`src/rtl/ysyx_22050058_bus_arbiter.sv`:
```
// ysyx_22050058_bus_arbiter: shares one memory bus between IF fetches and MEM loads/stores,
// with MEM priority, per-stage stall requests, fetch flush and a bus timeout.
module ysyx_22050058_bus_arbiter #(
   parameter int ADDR_W  = 64,
   parameter int DATA_W  = 64,
   parameter int TIMEOUT = 255
) (
   input  logic                clk,
   input  logic                rst,
   input  logic                if_req_i,
   input  logic [ADDR_W-1:0]   if_addr_i,
   input  logic                if_flush_i,
   output logic                if_ready_o,
   output logic [DATA_W-1:0]   if_rdata_o,
   input  logic                mem_req_i,
   input  logic                mem_we_i,
   input  logic [ADDR_W-1:0]   mem_addr_i,
   input  logic [DATA_W-1:0]   mem_wdata_i,
   input  logic [DATA_W/8-1:0] mem_wmask_i,
   output logic                mem_ready_o,
   output logic [DATA_W-1:0]   mem_rdata_o,
   output logic                bus_valid_o,
   output logic                bus_we_o,
   output logic [ADDR_W-1:0]   bus_addr_o,
   output logic [DATA_W-1:0]   bus_wdata_o,
   output logic [DATA_W/8-1:0] bus_wmask_o,
   input  logic                bus_ready_i,
   input  logic [DATA_W-1:0]   bus_rdata_i,
   output logic                bus_err_o,
   output logic                stall_ifreq_o,
   output logic                stall_memreq_o
);
   localparam int CW = $clog2(TIMEOUT + 1);
   typedef enum logic [1:0] {IDLE, IF_BUSY, MEM_BUSY, RESP} state_t;
   state_t state, state_n;
   logic [CW-1:0] cnt;
   logic drop, owner_mem, err;
   logic busy, expire, grant_mem, grant_if;
   assign busy      = (state == IF_BUSY) || (state == MEM_BUSY);
   assign expire    = busy && !bus_ready_i && (cnt == CW'(TIMEOUT - 1));
   assign grant_mem = (state == IDLE) && mem_req_i;
   assign grant_if  = (state == IDLE) && !mem_req_i && if_req_i && !if_flush_i;
   always_comb begin
      state_n = state;
      unique case (state)
         IDLE:              state_n = grant_mem ? MEM_BUSY : grant_if ? IF_BUSY : IDLE;
         IF_BUSY, MEM_BUSY: state_n = (bus_ready_i || expire) ? RESP : state;
         default:           state_n = IDLE;
      endcase
   end
   always_ff @(posedge clk or posedge rst) begin
      if (rst) begin
         state       <= IDLE;
         cnt         <= '0;
         drop        <= 1'b0;
         owner_mem   <= 1'b0;
         err         <= 1'b0;
         bus_valid_o <= 1'b0;
         bus_we_o    <= 1'b0;
         bus_addr_o  <= '0;
         bus_wdata_o <= '0;
         bus_wmask_o <= '0;
         if_rdata_o  <= '0;
         mem_rdata_o <= '0;
      end else begin
         state <= state_n;
         if (grant_mem || grant_if) begin
            owner_mem   <= grant_mem;
            bus_valid_o <= 1'b1;
            bus_we_o    <= grant_mem & mem_we_i;
            bus_addr_o  <= grant_mem ? mem_addr_i : if_addr_i;
            bus_wdata_o <= grant_mem ? mem_wdata_i : '0;
            bus_wmask_o <= grant_mem ? mem_wmask_i : '0;
         end
         if (busy) begin
            cnt <= cnt + CW'(1);
            if (state == IF_BUSY && if_flush_i) drop <= 1'b1;
            // the beat is never withdrawn early; only completion or timeout ends it
            if (bus_ready_i || expire) begin
               bus_valid_o <= 1'b0;
               err         <= expire;
               if (owner_mem) mem_rdata_o <= bus_ready_i ? bus_rdata_i : '0;
               else if_rdata_o <= bus_ready_i ? bus_rdata_i : '0;
            end
         end
         if (state == RESP) begin
            cnt  <= '0;
            drop <= 1'b0;
            err  <= 1'b0;
         end
      end
   end
   assign if_ready_o     = (state == RESP) && !owner_mem && !drop && !if_flush_i;
   assign mem_ready_o    = (state == RESP) && owner_mem;
   assign bus_err_o      = (state == RESP) && err;
   assign stall_memreq_o = mem_req_i & ~mem_ready_o;
   assign stall_ifreq_o  = if_req_i & ~if_ready_o & ~if_flush_i;
endmodule

```
`config.mk`:
```
export PLATFORM = sky130hd
export DESIGN_NAME = ysyx_22050058_bus_arbiter
export DESIGN_NICKNAME = d
export VERILOG_FILES = /design/src/rtl/ysyx_22050058_bus_arbiter.sv
export SDC_FILE = /design/constraint.sdc
export NUM_CORES = 1
export LEC_CHECK = 0
export BUFFER_PORTS_ARGS = -buffer_cell sky130_fd_sc_hd__buf_2
export CORE_AREA = 2 2 210 212
export DETAILED_ROUTE_END_ITERATION = 8
export DIE_AREA = 0 0 212 214
export PLACE_DENSITY = 0.53
export RECOVER_POWER = 100
export SYNTH_ARGS = -nofsm -noshare
export SYNTH_HDL_FRONTEND = slang
export SYNTH_SLANG_ARGS = --single-unit
```
`constraint.sdc`:
```
create_clock -name clk -period 10.8 [get_ports clk]
set_clock_uncertainty 0.05 [all_clocks]
set_input_delay 0 -clock clk [delete_from_list [all_inputs] [get_ports clk]]
set_output_delay 0 -clock clk [all_outputs]
set_load 0.005 [all_outputs]
```
* Yosys cells after proc, flatten, opt, wreduce, memory -nomap -nowiden *
Index checks and enable logic that the tools add are counted.

storage, ports and cells
  flip-flop bits (word level) = 279
  bits of input ports = 271
  output and inout bits = 271
  logic and storage cells = 74

cells by class
  add/subtract/negate cells = 1
  equal/unequal tests = 5
  multiplexer cells = 19
  bitwise gates (word level) = 8
  reduce and logical (&&, ||, !) cells = 29

operator list
  cell                   count
  $mux W64               3
  $mux W8                3
  $logic_and A1 B1 Y1    12
  $mux W1                10
  $add A8 B1 Y8 const B  1
  $eq A8 B8 Y1 const B   1
  $reduce_and A3 Y1      2
  $reduce_bool A2 Y1     3
  $logic_not A1 Y1       5
  $and A1 B1 Y1          4
  $eq A2 B2 Y1 const B   2
  $mux W2                2
  $not A1 Y1             4
  $pmux W2 S2            1
  $reduce_and A2 Y1      2
  $logic_or A1 B1 Y1     3
  $eq A2 B1 Y1 const B   1
  $logic_not A2 Y1       1
  $ne A2 B2 Y1 const B   1
  $reduce_or A2 Y1       1

* Longest topological paths before layout *
  depth after elaboration = 8
  depth in mapped cells = 8
  mapped depth without buffers = 6

* Worst setup path after synthesis *
Ideal clock, no wire load.

  path kind = flip-flop to flip-flop
  start point = reg state[0]
  end point = reg bus_addr_o[10]
  library setup time = 0.133 ns
  arrival time = 1.487 ns
  data required time = 10.617 ns
  path slack = 9.129 ns
  stages on the path, launching flop included = 9
  path buffers = 3
  period minus slack after synthesis = 1.671 ns
  path through = dfrtp_1 inv_1 ha_1 nand3b_1 buf_2 buf_2 buf_4 mux2i_1 o21ai_0

between the ends
  word-level cells in the longest chain between the ends = 5
  elaborated cells between the ends (all ways) = 7
  classes of those cells = 1 x mux; 6 x reduce/logical

RTL lines
  what                              line    RTL
  start: declaration                35      state_t state, state_n;
  start signal: assignment          66      state <= state_n;
  $logic_not A2 Y1 (*)              41, 42
  $logic_and A1 B1 Y1 (3 in a row)  42      assign grant_if = (state == IDLE) && !mem_req_i && if_req_i && !if_flush_i;
  $logic_or A1 B1 Y1                67      if (grant_mem || grant_if) begin
  end signal: assignment            71      bus_addr_o <= grant_mem ? mem_addr_i : if_addr_i;
  end: declaration                  24      output logic [ADDR_W-1:0] bus_addr_o,

Mark *: on every way between the ends. The rest lies on a longest branch, timed or not.
A chain may end at the register's enable or synchronous reset.

* Worst setup path after layout *
  start point = reg state[0]
  end point = reg bus_addr_o[24]

Same word-level chain as after synthesis.

==> metrics.log <==
[metrics] post-detailed-route wirelength per cell: 17.3 um
[metrics] peak supply drop: 0.000115 V
[metrics] sequential share of power: 37.9%
[metrics] Critical path origin: state[0]
[metrics] Critical Setup Path Class: reg -> reg
[metrics] flip-flop and latch count after synthesis: 279
[metrics] drt total wl: 40,900 um
[metrics] nets in the synthesized netlist: 1,251
[metrics] effective utilization at floorplan: 26.0%
[metrics] DR pass1 iterations: 4
[metrics] cell type group with the largest total delay on the critical path: buffers and inverters
[metrics] HPWL reported at the end of detailed placement: 25,800 um
[metrics] number of buffer cells added on primary ports: 541
[metrics] netlist area before placement: 11,200 um2
[metrics] maximum number of pins on one net before global-route repair: 108
[metrics] maximum operating frequency: 153 MHz
[metrics] final slew viol count: 592
[metrics] detailed-route via count: 10,800
[metrics] setup repair after global routing missed its margin: false
[metrics] number of CTS-inserted buffers: 34
[metrics] headroom to the max-slew limit: -191%
[metrics] startpoint of the worst hold path: mem_wdata_i[3]
[metrics] Top Ports: 542
[metrics] floorplan core area: 42,900 um2
[metrics] cell breakdown of the critical path: inv_1 > ha_1 > nand3b_1 > clkbuf_1 > buf_4 > mux2i_1 > o21ai_0 > dlygate4sd3_1
[metrics] proportion of synthesized flip-flops having asynchronous set or reset: 100%
[metrics] number of instances resized during post-cts repair: 0
[metrics] number of hold violations in the final report: 0
[metrics] number of global-route vias before repair: 11,400
[metrics] setup fix buffers added after clock tree synthesis: 0
[metrics] global-route wire length before repair: 63,400 um
[metrics] Post-DRT Antenna Nets: 0
[metrics] Worst Max-Slew Pin Slew: 4.36 ns
[metrics] design internal power: 3.14 mW
[metrics] total net switching power: 1.65 mW
[metrics] number of enable flip-flop cells after synthesis: 0
[metrics] initial detailed-routing violation count: 769
[metrics] post-synth cell types: 37
[metrics] deepest clock path buffer count: 3
[metrics] clock-pin slew on the worst setup and hold paths: 0.06 ns
[metrics] count of yosys warnings during synthesis: 0
[metrics] die area: 45,400 um2
[metrics] P per Cell Area: 269 nW/um2
[metrics] final setup violation count: 0
[metrics] portion of the post-synthesis area used by sequential elements: 62.6%
[metrics] Worst Path Buf+Inv: 4
[metrics] outcome: finished, violations left
[metrics] clock period minus worst slack: 6.52 ns
[metrics] predominant post-synthesis flop cell: sky130_fd_sc_hd__dfrtp_1
[metrics] Clk Latency, worst-skew pair: 0.52 ns
[metrics] Min-Delay Path Class: in -> reg
[metrics] Setup Slack @ Placement: 7.43 ns
[metrics] crit path DAT: 6.88 ns
[metrics] standby leakage power: 9.03 nW
[metrics] stage delay of the slowest cell on the critical path: 3.07 ns
[metrics] H-tree levels: 2
[metrics] violations in the final reports: capacitance limit, slew limit
[metrics] aggregate negative setup slack: 0 ns
[metrics] die extent in y: 214 um
[metrics] Post-Syn Area per Cell: 11.5 um2
[metrics] Root Driver: sky130_fd_sc_hd__clkbuf_16
[metrics] vias per inst: 4.56
[metrics] portion of the clock cycle consumed by the worst path in the final layout: 60.3%
[metrics] count of max-cap constraint violations: 8
[metrics] portion of total power attributed to combinational logic: 37.9%
[metrics] gate count of the mapped netlist: 974
[metrics] crit path setup slack, layout: 4.28 ns
[metrics] number of nets in the finished design: 2,032
[metrics] clock network fraction of design power: 24.2%
[metrics] number of sinks on the clock net: 279
[metrics] maximum fanout along the worst path: 72
[metrics] Crit-path slowest cell: sky130_fd_sc_hd__clkbuf_1
[metrics] layout overhead on the synthesized area: 59.5%
[metrics] Critical R2R Launch: state[0]
[metrics] Crit path required time: 11.16 ns
[metrics] placement row count: 76
[metrics] Setup crit end kind: flip-flop
[metrics] routability cong.: 0.802
[metrics] global routing usage summed across all routing layers: 17.6%
[metrics] share of final-layout standard cells stronger than drive strength 1: 23.3%
[metrics] residual overflow from global routing: 0
[metrics] Startpoint Class: flip-flop
[metrics] width of the die: 212 um
[metrics] share of total power consumed by net switching: 34.5%
[metrics] antenna violations before repair: 3
[metrics] DR DRC count: 0
[metrics] TritonCTS clock tree: built
[metrics] hold buffers post-CTS: 270
path summary, 6_finish.rpt:
kind	endpoint	slack, ns	cells after the start
worst min-delay path	bus_wdata_o[3]	0.15	4
max in group asynchronous	bus_wdata_o[49]	5.00	5
worst min register to register	bus_wdata_o[30]	0.44	2
worst max-delay path	bus_addr_o[24]	4.28	8
min in group asynchronous	mem_rdata_o[10]	1.02	3
worst max register to register	bus_addr_o[24]	4.28	8
sequential cells by signal, indices dropped and copies added, names as in the netlist:
name	flops
mem_rdata_o	64
owner_mem	1
cnt	8
bus_wmask_o	8
bus_we_o	1
bus_wdata_o	64
state	2
drop	1
if_rdata_o	64
bus_addr_o	64
bus_valid_o	1
err	1
layer usage:
metal	part of all wire, %	vias up	global-route usage, %
li1	-	4978	-
met1	40	5246	20.6
met2	48	463	28.9
met3	8.2	99	5.56
met4	4.3	0	8.59
met5	0	-	0
cells by family (layout without fill, tap and decap cells):
family                     count (synthesis)  in the layout  synth area share (%)
AOI/OAI and AO/OA                        208            208                  13.9
xor gates and xnor gates                   1              1                0.0785
adders and majority gates                  6              6                 0.673
buffers and inverters                     83            885                  4.12
DFF                                      279            279                  62.6
muxes                                     65             65                  5.83
other                                      0              3                     0
and+or+nand+nor                          332            332                  12.9
power groups by stage:
| stage | Combinational, mW | Sequential [mW] | Clock [mW] |
|---|---|---|---|
| after detailed placement | 1.62 | 1.80 | 0 |
| final | 1.82 | 1.81 | 1.16 |
| after floorplan | 0.818 | 1.83 | 0 |
| after CTS | 1.88 | 1.79 | 1.20 |
| after global routing | 2.01 | 1.87 | 1.24 |
| after global placement | 1.61 | 1.80 | 0 |
tightest hold or removal path, stage by stage:
cell and delay [ns]:
sky130_fd_sc_hd__dlygate4sd3_1 0.51, sky130_fd_sc_hd__buf_2 0.09, sky130_fd_sc_hd__nand2_1 0.04, sky130_fd_sc_hd__nand2_1 0.04
final cells by class:
class | instances | area, um2
multi-input combinational | 612 | 3710
antenna | 3 | 7.51
clock inverter | 11 | 165
fill | 4177 | 25100
timing repair buffer | 821 | 5220
inverter | 7 | 27.5
sequential | 279 | 6980
clock buffer | 46 | 947
tap | 585 | 732
cell usage after synthesis (3+ instances only):
| master | number | area [um2] |
|---|---|---|
| sky130_fd_sc_hd__ha_1 | 6 | 75.1 |
| sky130_fd_sc_hd__a22o_1 | 124 | 1090 |
| sky130_fd_sc_hd__nand3_1 | 78 | 390 |
| sky130_fd_sc_hd__inv_1 | 7 | 26.3 |
| sky130_fd_sc_hd__or3_1 | 5 | 31.3 |
| sky130_fd_sc_hd__nor3_1 | 3 | 15.0 |
| sky130_fd_sc_hd__mux2i_1 | 65 | 651 |
| sky130_fd_sc_hd__buf_4 | 3 | 22.5 |
| sky130_fd_sc_hd__dfrtp_1 | 279 | 6980 |
| sky130_fd_sc_hd__buf_2 | 31 | 155 |
| sky130_fd_sc_hd__nand2_1 | 221 | 830 |
| sky130_fd_sc_hd__buf_6 | 13 | 146 |
| sky130_fd_sc_hd__clkbuf_1 | 28 | 105 |
| sky130_fd_sc_hd__and2_1 | 3 | 18.8 |
| sky130_fd_sc_hd__o21ai_0 | 71 | 355 |
| sky130_fd_sc_hd__nor2b_1 | 3 | 18.8 |
| sky130_fd_sc_hd__nor2_1 | 7 | 26.3 |
| sky130_fd_sc_hd__a21oi_1 | 5 | 25.0 |
| sky130_fd_sc_hd__a22o_2 | 4 | 40.0 |
cells in the final DEF (no fill, tap or decap), types with 2 or more instances in the layout:
cell type and n:
sky130_fd_sc_hd__ha_1 6, sky130_fd_sc_hd__dlygate4sd3_1 270, sky130_fd_sc_hd__nor2b_1 3, sky130_fd_sc_hd__a22o_1 124, sky130_fd_sc_hd__dfrtp_1 279, sky130_fd_sc_hd__bufinv_16 4
sky130_fd_sc_hd__nand3_1 79, sky130_fd_sc_hd__and2_0 3, sky130_fd_sc_hd__mux2i_1 65, sky130_fd_sc_hd__nor3_1 3, sky130_fd_sc_hd__a21oi_1 5, sky130_fd_sc_hd__inv_1 6
sky130_fd_sc_hd__or3_1 5, sky130_fd_sc_hd__a22o_2 4, sky130_fd_sc_hd__inv_6 2, sky130_fd_sc_hd__nand2_1 220, sky130_fd_sc_hd__clkinv_2 4, sky130_fd_sc_hd__nor2_1 7
sky130_fd_sc_hd__diode_2 3, sky130_fd_sc_hd__clkbuf_8 3, sky130_fd_sc_hd__and3_2 2, sky130_fd_sc_hd__clkbuf_16 35, sky130_fd_sc_hd__buf_4 5, sky130_fd_sc_hd__o21ai_0 71
sky130_fd_sc_hd__buf_2 346, sky130_fd_sc_hd__clkbuf_1 207
stage by stage:
stage / hold slack [ns] / instance area [um2] / std cells / util (%) / power [mW]
final: 0.151 / 17800 / 2364 / 41.5 / 4.79
after floorplan: -0.0168 / 11200 / 974 / - / 2.64
after CTS: 0.0358 / 18100 / 2361 / 42.1 / 4.87
after global routing: 0.145 / 17800 / 2364 / 41.5 / 5.12
after detailed placement: 0.0722 / 14300 / 2034 / 33.2 / 3.42
after global placement: 0.0645 / 14300 / 2034 / 33.2 / 3.40
(Power assumes the default switching activity.)
